File: config.mk
export PLATFORM = sky130hd
export DESIGN_NAME = global_branch_predictor
export DESIGN_NICKNAME = d
export VERILOG_FILES = /design/src/rtl/global_branch_predictor_pkg.sv /design/src/rtl/global_branch_predictor_pht.sv /design/src/rtl/global_branch_predictor.sv
export SDC_FILE = /design/constraint.sdc
export NUM_CORES = 1
export LEC_CHECK = 0
export ABC_AREA = 1
export CORE_UTILIZATION = 50
export DETAILED_ROUTE_END_ITERATION = 16
export DONT_BUFFER_PORTS = 1
export PLACE_DENSITY = 0.63
export REMOVE_ABC_BUFFERS = 1
export SLEW_MARGIN = 20
export SYNTH_ARGS = -nofsm -noshare
export SYNTH_HDL_FRONTEND = slang
export SYNTH_HIERARCHICAL = 1
export SYNTH_SLANG_ARGS = --single-unit
export TNS_END_PERCENT = 50
File: constraint.sdc
create_clock -name clk -period 3 [get_ports clk]
set_input_delay 0.3 -clock clk [delete_from_list [all_inputs] [get_ports clk]]
set_output_delay 0.3 -clock clk [all_outputs]
set_load 0.02 [all_outputs]
File: src/rtl/global_branch_predictor_pkg.sv
// Shared definitions for the gshare global branch predictor: default sizes,
// 2-bit counter encodings and the saturating counter update.
package global_branch_predictor_pkg;

  localparam int GHR_W     = 8;
  localparam int PHT_DEPTH = 1 << GHR_W;

  typedef enum logic [1:0] {
    SNT = 2'd0,
    WNT = 2'd1,
    WT  = 2'd2,
    ST  = 2'd3
  } ctrState_e;

  // Saturating 2-bit counter step: taken moves toward ST, not-taken toward SNT.
  function automatic logic [1:0] satUpdate(input logic [1:0] ctr, input logic taken);
    logic [1:0] nxt;
    nxt = ctr;
    if (taken) begin
      if (ctr != ST) nxt = ctr + 2'd1;
    end else begin
      if (ctr != SNT) nxt = ctr - 2'd1;
    end
    return nxt;
  endfunction

endpackage

File: src/rtl/global_branch_predictor_pht.sv
// Pattern history table of 2-bit saturating counters with one asynchronous
// read port and one resolution write port. Reads see the pre-update value
// because the write only lands at the clock edge.
module pht_2bit_table #(
  parameter int IDX_W = global_branch_predictor_pkg::GHR_W,
  parameter int DEPTH = global_branch_predictor_pkg::PHT_DEPTH
) (
  input  logic             clk,
  input  logic             rst,
  input  logic [IDX_W-1:0] rdIdx,
  output logic [1:0]       rdCtr,
  input  logic             wrEn,
  input  logic [IDX_W-1:0] wrIdx,
  input  logic             wrTaken
);
  import global_branch_predictor_pkg::*;

  logic [1:0] ctrTable [DEPTH];

  assign rdCtr = ctrTable[rdIdx];

  // Reset every counter to weakly-not-taken; otherwise step the resolved entry.
  always_ff @(posedge clk) begin
    if (!rst) begin
      for (int i = 0; i < DEPTH; i++) ctrTable[i] <= WNT;
    end else if (wrEn) begin
      ctrTable[wrIdx] <= satUpdate(ctrTable[wrIdx], wrTaken);
    end
  end

endmodule

File: src/rtl/global_branch_predictor.sv
// Gshare global branch predictor: PC bits XOR speculative history index the
// PHT, the prediction is registered into decode, and the speculative history
// is repaired from the architectural history on a misprediction.
module global_branch_predictor #(
  parameter int GHR_W     = global_branch_predictor_pkg::GHR_W,
  parameter int PHT_DEPTH = global_branch_predictor_pkg::PHT_DEPTH
) (
  input  logic             clk,
  input  logic             rst,
  input  logic [31:0]      pcF,
  input  logic             stallD,
  input  logic             flushD,
  input  logic             branchD,
  input  logic             res_valid,
  input  logic             res_taken,
  input  logic [GHR_W-1:0] res_idx,
  input  logic             res_mispred,
  output logic             pred_takeD,
  output logic [GHR_W-1:0] pred_idxD,
  output logic [GHR_W-1:0] ghr_spec
);
  import global_branch_predictor_pkg::*;

  logic [GHR_W-1:0] idxF;
  logic [1:0]       ctrF;
  logic [GHR_W-1:0] ghrArch;

  // Fetch stage: gshare hash of word-aligned PC bits and speculative history
  assign idxF = pcF[GHR_W+1:2] ^ ghr_spec;

  pht_2bit_table #(
    .IDX_W (GHR_W),
    .DEPTH (PHT_DEPTH)
  ) uPht (
    .clk     (clk),
    .rst     (rst),
    .rdIdx   (idxF),
    .rdCtr   (ctrF),
    .wrEn    (res_valid),
    .wrIdx   (res_idx),
    .wrTaken (res_taken)
  );

  // F->D prediction register: flush clears, stall holds, otherwise load.
  always_ff @(posedge clk) begin
    if (!rst) begin
      pred_takeD <= 1'b0;
      pred_idxD  <= '0;
    end else if (flushD) begin
      pred_takeD <= 1'b0;
      pred_idxD  <= '0;
    end else if (!stallD) begin
      pred_takeD <= ctrF[1];
      pred_idxD  <= idxF;
    end
  end

  // Architectural history follows every resolved branch in order.
  always_ff @(posedge clk) begin
    if (!rst) begin
      ghrArch <= '0;
    end else if (res_valid) begin
      ghrArch <= {ghrArch[GHR_W-2:0], res_taken};
    end
  end

  // Speculative history: misprediction repair wins over a decode-stage shift.
  always_ff @(posedge clk) begin
    if (!rst) begin
      ghr_spec <= '0;
    end else if (res_valid && res_mispred) begin
      ghr_spec <= {ghrArch[GHR_W-2:0], res_taken};
    end else if (branchD && !stallD && !flushD) begin
      ghr_spec <= {ghr_spec[GHR_W-2:0], pred_takeD};
    end
  end

endmodule

Word level (Yosys, flattened, before mapping). Memories as Yosys holds them, arrays and structs flattened. A register that Yosys moved wholly into a read port is not among the register bits. Index checks and enable logic that the tools add are counted.

Bitwise gates (word level): 2. Reduce and logical (&&, ||, !) cells: 10. Eq/ne operators: 1. Mux-type cells: 14. Add/subtract/negate cells: 2.

Operator list (count): two-way mux 8 bit (3); two-way mux 2 bit (6); bitwise XOR 8 bit (1); two-way mux 1 bit (5); nonzero test 2 bit (2); OR reduction 2 bit (2); logical AND 1 bit (3); zero test 1 bit (3); adder 2 x 1 -> 2 bit, second input constant (1); != test 2 bit, second input constant (1); subtractor 2 x 1 -> 2 bit, second input constant (1); inverter 1 bit (1).

Output and inout port bits: 17. Memories kept: 1. Input bits: 48. Flip-flop bits (word level): 23. Logic and storage cells: 33. Bits in writable memories: 512.

Memory list: uPht.ctrTable (words 256, bits a word 2, rd ports 2, clocked after Yosys merged registers in 1, write ports 256, line global_branch_predictor_pht.sv:18) `logic [1:0] ctrTable [DEPTH];`.

Depth between registers and ports, before layout. Gate-level depths: netlist of the first run. An unclocked memory read counts as a cell.

Word-level depth: 7. Mapped depth: 21. Mapped depth without buffers: 17.

By module. The synthesis of the first run kept the hierarchy.

Modules (own cells, without submodules): pht_2bit_table (times used 1, area an instance 31161.1 um^2, sequential area each 15374.7 um^2, cells each 4234); global_branch_predictor (times used 1, area an instance 1173.6 um^2, sequential area each 480.5 um^2, cells each 159).

Least setup slack after synthesis of the first run. No wires, ideal clock.

Path kind: register -> register. Start: register ghr_spec[0]. End: register pred_takeD, read port of uPht.ctrTable. Path slack: 0.546 ns. Clock period less this slack: 2.454 ns. Path buffers: 3. Arrival time: 2.382 ns. Required time: 2.929 ns. Stages on the path, launching flop included: 15. Setup time: 0.071 ns. Cells stage by stage: dfxtp_1 -> xor2_1 -> clkbuf_1 -> clkbuf_1 -> clkbuf_1 -> o21ai_0 -> o22ai_1 -> nand2_1 -> a21oi_1 -> nor3_1 -> o21ai_0 -> nand3_1 -> nand2_1 -> nand2_1 -> a21oi_1.

Cells in the longest elaborated chain, start to end: 1.

Ends and longest elaborated chain: from (decl) (line global_branch_predictor.sv:20) `output logic [GHR_W-1:0] ghr_spec`; from (signal assigned) (line global_branch_predictor.sv:72) `ghr_spec <= {ghrArch[GHR_W-2:0], res_taken};`; from (signal assigned) (line global_branch_predictor.sv:74) `ghr_spec <= {ghr_spec[GHR_W-2:0], pred_takeD};`; bitwise XOR 8 bit (line global_branch_predictor.sv:29) `assign idxF = pcF[GHR_W+1:2] ^ ghr_spec;`; via idxF[0] (line global_branch_predictor.sv:24) `logic [GHR_W-1:0] idxF;`; to (decl) (line global_branch_predictor.sv:18) `output logic pred_takeD,`.

The timed path passes the listed nets, and every way through them passes these cells. A chain may end at the register's enable or synchronous reset.

Worst setup path after layout of the first run.
Start: register ghr_spec[1]. End: register pred_takeD, read port of uPht.ctrTable.

Same word-level chain as after synthesis.

==> summary.md, run 1 <==
| Metric | Value |
|---|---|
| Outcome | `completed` |
| Post-Syn Area | `30300 µm²` |
| Gate power share | `16.5%` |
| CP max stage cell | `dfxtp_1` |
| Leak | `0.0128 µW` |
| Ratio of final minimum period to clock period | `95.4%` |
| CP peak stage delay | `420 ps` |
| Area Growth Syn to Fin | `14.1%` |
| Cell Rows | `89` |
| First DRT Iteration DRCs | `3403` |
| Max-cap viol count | `0` |
| Most frequent CP cell | `nand3_1` |
| Register area | `15900 µm²` |
| CP Max Fanout | `23` |
| Clock Sinks | `536` |
| Full die area | `61500 µm²` |
| Antenna violations before repair | `2` |
| Syn_area_per_cell | `7.67 µm²` |
| Pins Over Slew Limit | `0` |
| Final clock skew | `31.3 ps` |
| CTS Buf Count | `59` |
| Ys Warns | `6` |
| Max Clk Rate | `350 MHz` |
| Die height | `248 µm` |
| Synth Instances | `3945` |
| Minimum clock period | `2860 ps` |
| Crit path DAT | `3360 ps` |
| CP Capture Type | `flop` |
| Clock power share | `39.6%` |
| Drt drc | `0` |
| Int Pwr | `13900 µW` |
| Initial Util | `51.0%` |
| Multi-input logic area | `11400 µm²` |
| Final setup vio count | `0` |
| Crit path kind | `reg2reg` |
| FILL cells | `5325` |
| Insertion delay to the later sink of the worst-skew pair | `650 ps` |
| Avg WL per Cell | `21.8 µm` |
| Design area | `34500 µm²` |
| IO Pins | `65` |
| Unrepaired setup endpoints after global routing | `no` |
| Nets | `3950` |
| Fin. Hold Viols | `0` |
| DP Area | `31900 µm²` |
| Maximum VDD drop | `0.489 mV` |
| Flop pwr share | `43.9%` |
| CP cell instances | `xor2_4 > inv_2 > buf_12 > a21oi_1 > o21ai_0 > nand3_1 > nand3_1 > nand3_1 > o21ai_0 > buf_4 > a21oi_1 > o21ai_0 > nand3_1 > nand2_1 > nand2_1 > a21oi_1` |
| Grt total ovfl | `0` |
| Startpoint types | `flop` |
| Slew @ Worst Pin | `1250 ps` |
| Post-DP HPWL | `61000 µm` |
| Largest net degree at the start of global routing | `171` |
| CTS Buffer Depth | `3` |
| Drt pass-1 iters | `6` |
| Vias/cell | `5.76` |
| Total number of vias | `27203` |
| H-tree levels | `2` |
| All-Layer GR Usage | `33.8%` |
| Number of post-CTS setup repair buffers | `0` |
| Port buffer count | `0` |
| Max transition margin | `16.9%` |
| Clk slew on worst S/H paths | `60 ps` |
| Core area | `59400 µm²` |
| CTS tree | `built` |
| RePlAce Congestion | `0.914` |
| Sw Ratio | `27.8%` |
| DRT antenna net count | `0` |
| Antenna diodes | `0` |
| Hold Crit Class | `in2reg` |
| Post-Route WL | `103000 µm` |
| P_sw | `5360 µW` |
| Clock root cell | `clkbuf_16` |
| First-pass GRT wire length | `154000 µm` |
| Tot Pwr | `19300 µW` |
| Layout cells sized above 1 | `7.87%` |
| Number of global-route vias before repair | `25743` |
| Worst EP required | `3500 ps` |
| Pwr dens | `558 nW/µm²` |
| DIE WIDTH | `248 µm` |
==> repair_timing <==
item                                   in CTS  in global routing
gates resized for setup                     0                  1
setup endpoints to repair                   0                  1
endpoints found under the hold margin     394                  0
hold buffers                               55                  0
==> worst max-delay path, delay by kind of cell (launching register included) <==
family                 cells  cell delay (ps)
flip-flops                 1              420
AND/OR/NAND/NOR            6              720
XOR/XNOR                   1              380
buffers and inverters      3              490
AO/OA/AOI/OAI              6              690
==> per-layer routing <==
metal,global-route usage [%],vias up,part of all wire (%)
met3,6.90,301,12
met2,53.5,1549,45
met1,45.1,12773,39
li1,-,12576,-
met4,14.7,4,4.5
met5,0,-,0.029
==> final timing paths <==
path	start	endpoint	slack [ps]	depth (start not counted)
max reg2reg	ghr_spec[1]	pred_takeD	140	16
max	ghr_spec[1]	pred_takeD	140	16
min	pcF[9]	pred_idxD[7]	60	3
min reg2reg	ghrArch[4]	ghrArch[5]	510	2
==> cell type report <==
class                   instances  area share [%]
clock buffers                  76            4.81
clock inverters                36            1.08
inverters                     404            4.42
multi-input cells            2670            33.1
flip-flops and latches        536            45.9
well taps                     773            2.80
repair buffers                231            7.83
==> placed cells by master (no fill, tap or decap), types with 61 or more instances in the layout <==
cell	count
clkbuf_16	61
a21oi_1	85
inv_1	384
nand2_1	1152
buf_4	113
nand3_1	313
buf_12	64
o21ai_0	174
edfxtp_1	512
nor2_1	725
==> stage by stage <==
stage / setup WS [ps] / setup TNS [ps] / instances / util, % / hold WS, ps
2_1_floorplan: -7600 / -3281270 / 3610 / - / 393
3_3_place_gp: 26.3 / 0 / 4559 / 53.8 / 400
3_5_place_dp: 8.50 / 0 / 4559 / 53.8 / 403
4_1_cts: 106 / 0 / 4726 / 58.2 / 20.2
5_1_grt: 0.346 / 0 / 4726 / 58.2 / 70.2
6_report: 139 / 0 / 4726 / 58.2 / 63.1
==> sequential cells by signal (all words and copies together), names as in the netlist <==
name	count
ghr_spec	8
uPht/ctrTable	512
ghrArch	7
pred_takeD	1
pred_idxD	8
==> power by group through the flow <==
stage	clock [µW]	sequential (µW)	combinational, µW
floorplan	0	8580	1430
global placement	0	8610	2940
detailed placement	0	8610	2950
CTS	7700	8450	3100
global route	7980	8470	3350
finish	7630	8460	3180
No activity file was read; power rests on OpenSTA's default activity.
==> run 2, diff against run 1 <==
- CELL_PAD_IN_SITES_DETAIL_PLACEMENT: not set -> 1
- CELL_PAD_IN_SITES_GLOBAL_PLACEMENT: not set -> 1
- CORE_MARGIN: not set -> 1.5
- CORE_UTILIZATION: 50 -> 48
- PLACE_DENSITY: 0.63 -> 0.79
==> run 2 against run 1 <==
Net effect:
- first-iteration DRC count fell by 8.4%
- via count increased by 6.6%
- combinational power increased by 4%
- fmax decreased by 2.5%
- non-clock buffer count grew 60
- hold slack got worse by 14 ps
- sequential cell count did not move
==> summary.md, run 2 (synthesis gave the netlist of run 1 again) <==
| Metric | Value |
|---|---|
| Full die area | `64500 µm² (was 61500 µm²)` |
| Max transition margin | `37.0% (was 16.9%)` |
| Core area | `62100 µm² (was 59400 µm²)` |
| R2r setup slk | `70 ps (was 140 ps)` |
| Grt total ovfl | `0 (unchanged)` |
| R2R Path End | `pred_takeD (unchanged)` |
| Number of flip-flops in the largest register | `512 (unchanged)` |
| Clock root cell | `clkbuf_16 (unchanged)` |
| Commonest cells after routing, fill and taps aside | `nand2_1 (1152), nor2_1 (724), edfxtp_1 (512) (was nand2_1 (1152), nor2_1 (725), edfxtp_1 (512))` |
| Fin Hold WS | `49.5 ps (was 63.1 ps)` |
| CP Capture Type | `flop (unchanged)` |
| Vias/cell | `5.98 (was 5.76)` |
| Hold Path Sink | `pred_idxD[7] (unchanged)` |
| Insertion delay to the later sink of the worst-skew pair | `650 ps (about the same)` |
| Die height | `254 µm (was 248 µm)` |
| DP Worst Slack | `-78.8 ps (was 8.50 ps)` |
| CP max stage cell | `xor2_2 (was dfxtp_1)` |
| Max Clk Rate | `341 MHz (was 350 MHz)` |
| Avg WL per Cell | `25.0 µm (was 21.8 µm)` |
| CP top delay family | `XOR/XNOR gates (was simple AND/OR/NAND/NOR gates)` |
| Hold Path Stages | `3 (unchanged)` |
| Hold Startpoint | `pcF[9] (unchanged)` |
| Buf+Inv Stages, Crit Path | `2 (was 3)` |
| RR Startpoint | `ghr_spec[3] (was ghr_spec[1])` |
| IO Pins | `65 (unchanged)` |
| Setup slack after layout | `66.0 ps (was 139 ps)` |
| Pwr dens | `551 nW/µm² (was 558 nW/µm²)` |
| Outcome | `completed (unchanged)` |
| Largest net degree at the start of global routing | `171 (unchanged)` |
| Pins Over Slew Limit | `0 (unchanged)` |
| Clock Sinks | `536 (unchanged)` |
| RePlAce Congestion | `0.895 (was 0.914)` |
| Minimum clock period | `2930 ps (was 2860 ps)` |
| Crit path kind | `reg2reg (unchanged)` |
| CP peak stage delay | `680 ps (was 420 ps)` |
| Drt pass-1 iters | `6 (unchanged)` |
| Port buffer count | `0 (unchanged)` |
| Leak | `0.0130 µW (was 0.0128 µW)` |
| Number of global-route vias before repair | `30623 (was 25743)` |
| CTS Buf Count | `61 (was 59)` |
| Maximum VDD drop | `0.454 mV (was 0.489 mV)` |
| Post-Route WL | `121000 µm (was 103000 µm)` |
| Post-DP HPWL | `74500 µm (was 61000 µm)` |
| CP Max Fanout | `14 (was 23)` |
| H-tree levels | `2 (unchanged)` |
| Met3 Usage GRT | `7.40% (was 6.90%)` |
| Area Growth Syn to Fin | `16.0% (was 14.1%)` |
| Initial Util | `48.8% (was 51.0%)` |
| Slew @ Worst Pin | `945 ps (was 1250 ps)` |
| Clk slew on worst S/H paths | `70 ps (was 60 ps)` |
| Reg2reg path depth | `12 (was 16)` |
| Biggest regs | `uPht/ctrTable x512, ghr_spec x8, pred_idxD x8 (unchanged)` |
| Ratio of final minimum period to clock period | `97.8% (was 95.4%)` |
| Antenna violations before repair | `1 (was 2)` |
| Layout cells sized above 1 | `7.60% (was 7.87%)` |
| Busiest grt layer | `met2 (unchanged)` |
| Crit path DAT | `3500 ps (was 3360 ps)` |
| All-Layer GR Usage | `37.7% (was 33.8%)` |
| Grt met1 use | `45.1% (about the same)` |
| Cell Rows | `91 (was 89)` |
| Total number of vias | `28996 (was 27203)` |
| Final clock skew | `32.4 ps (was 31.3 ps)` |
| DIE WIDTH | `254 µm (was 248 µm)` |
| CTS tree | `built (unchanged)` |
| Nets | `4012 (was 3950)` |
| CP cell instances | `xor2_2 > inv_1 > buf_12 > nand3_1 > nand3_1 > o21ai_1 > a21oi_1 > o21ai_0 > nand3_1 > nand2_1 > nand2_1 > a21oi_1 (was xor2_4 > inv_2 > buf_12 > a21oi_1 > o21ai_0 > nand3_1 > nand3_1 > nand3_1 > o21ai_0 > buf_4 > a21oi_1 > o21ai_0 > nand3_1 > nand2_1 > nand2_1 > a21oi_1)` |
| Worst EP required | `3570 ps (was 3500 ps)` |
| Final setup vio count | `0 (unchanged)` |
| Hold Crit Class | `in2reg (unchanged)` |
| Grt met2 use | `63.2% (was 53.5%)` |
| First DRT Iteration DRCs | `3117 (was 3403)` |
| First-pass GRT wire length | `181000 µm (was 154000 µm)` |
| Startpoint types | `flop (unchanged)` |
| Biggest register | `uPht/ctrTable (unchanged)` |
| CTS Buffer Depth | `3 (unchanged)` |
| Fin. Hold Viols | `0 (unchanged)` |
| Drt drc | `0 (unchanged)` |
| Commonest non-fill, non-tap cell in the layout | `nand2_1 (unchanged)` |
| Max-cap viol count | `0 (unchanged)` |
| DRT antenna net count | `0 (unchanged)` |
| Most frequent CP cell | `nand3_1 (unchanged)` |
| Unrepaired setup endpoints after global routing | `no (unchanged)` |
-- run 2: layout make-up --
type / count / area (µm²)
inverters: 404 / 1530
fillers: 7490 / 27000
flip-flops and latches: 536 / 15900
clock inverters: 38 / 362
well taps: 837 / 1050
repair buffers: 291 / 3220
diodes: 1 / 2.50
clock buffers: 74 / 1620
multi-input cells: 2670 / 11500
-- run 2: worst min-delay path, cell delays in order --
cell     delay (ps)
xor2_1          140
o21ai_0         180
inv_1            40
-- run 2: timing repair --
action | in CTS | in global routing
setup buffers | 0 | 1
hold endpoints to repair | 507 | 0
endpoints found under the setup margin | 0 | 181
gates resized for setup | 0 | 7
hold buffers | 111 | 0
-- run 2: power by group --
part	total (µW)	internal (µW)	switching, µW
clock	7570	4400	3170
sequential	8470	8350	113
combinational	3300	1060	2250
total	19300	13800	5530
-- run 2: metal layers --
| metal | part of all wire, % | up-vias | wire, µm |
|---|---|---|---|
| li1 | - | 12694 | - |
| met1 | 37 | 14277 | 44400 |
| met2 | 47 | 1548 | 57200 |
| met3 | 10 | 477 | 12300 |
| met4 | 6.3 | 0 | 7620 |
| met5 | 0 | - | 0 |
-- run 2: worst max-delay path by stage --
stage	end	start	cells after the start	slack [ps]
finish	pred_takeD	ghr_spec[3]	12	70
global route	uPht/ctrTable[221][0]	uPht/ctrTable[209][1]	17	10
CTS	pred_takeD	ghr_spec[0]	13	3
detailed placement	uPht/ctrTable[23][1]	res_idx[0]	20	-80
global placement	uPht/ctrTable[167][1]	res_idx[0]	19	-40
floorplan	uPht/ctrTable[0][1]	res_idx[1]	16	-7600
-- run 2: per-stage QoR --
step | total power [µW] | setup TNS (ps) | instance area, µm² | instances | utilization [%]
6_report | 19300 | 0 | 35100 | 4851 | 56.5
5_1_grt | 19800 | 0 | 35100 | 4850 | 56.5
3_5_place_dp | 11600 | -16270 | 31900 | 4625 | 51.4
3_3_place_gp | 11500 | -4540 | 31900 | 4625 | 51.4
4_1_cts | 19200 | 0 | 35000 | 4848 | 56.5
2_1_floorplan | 10000 | -3281270 | 28700 | 3610 | -
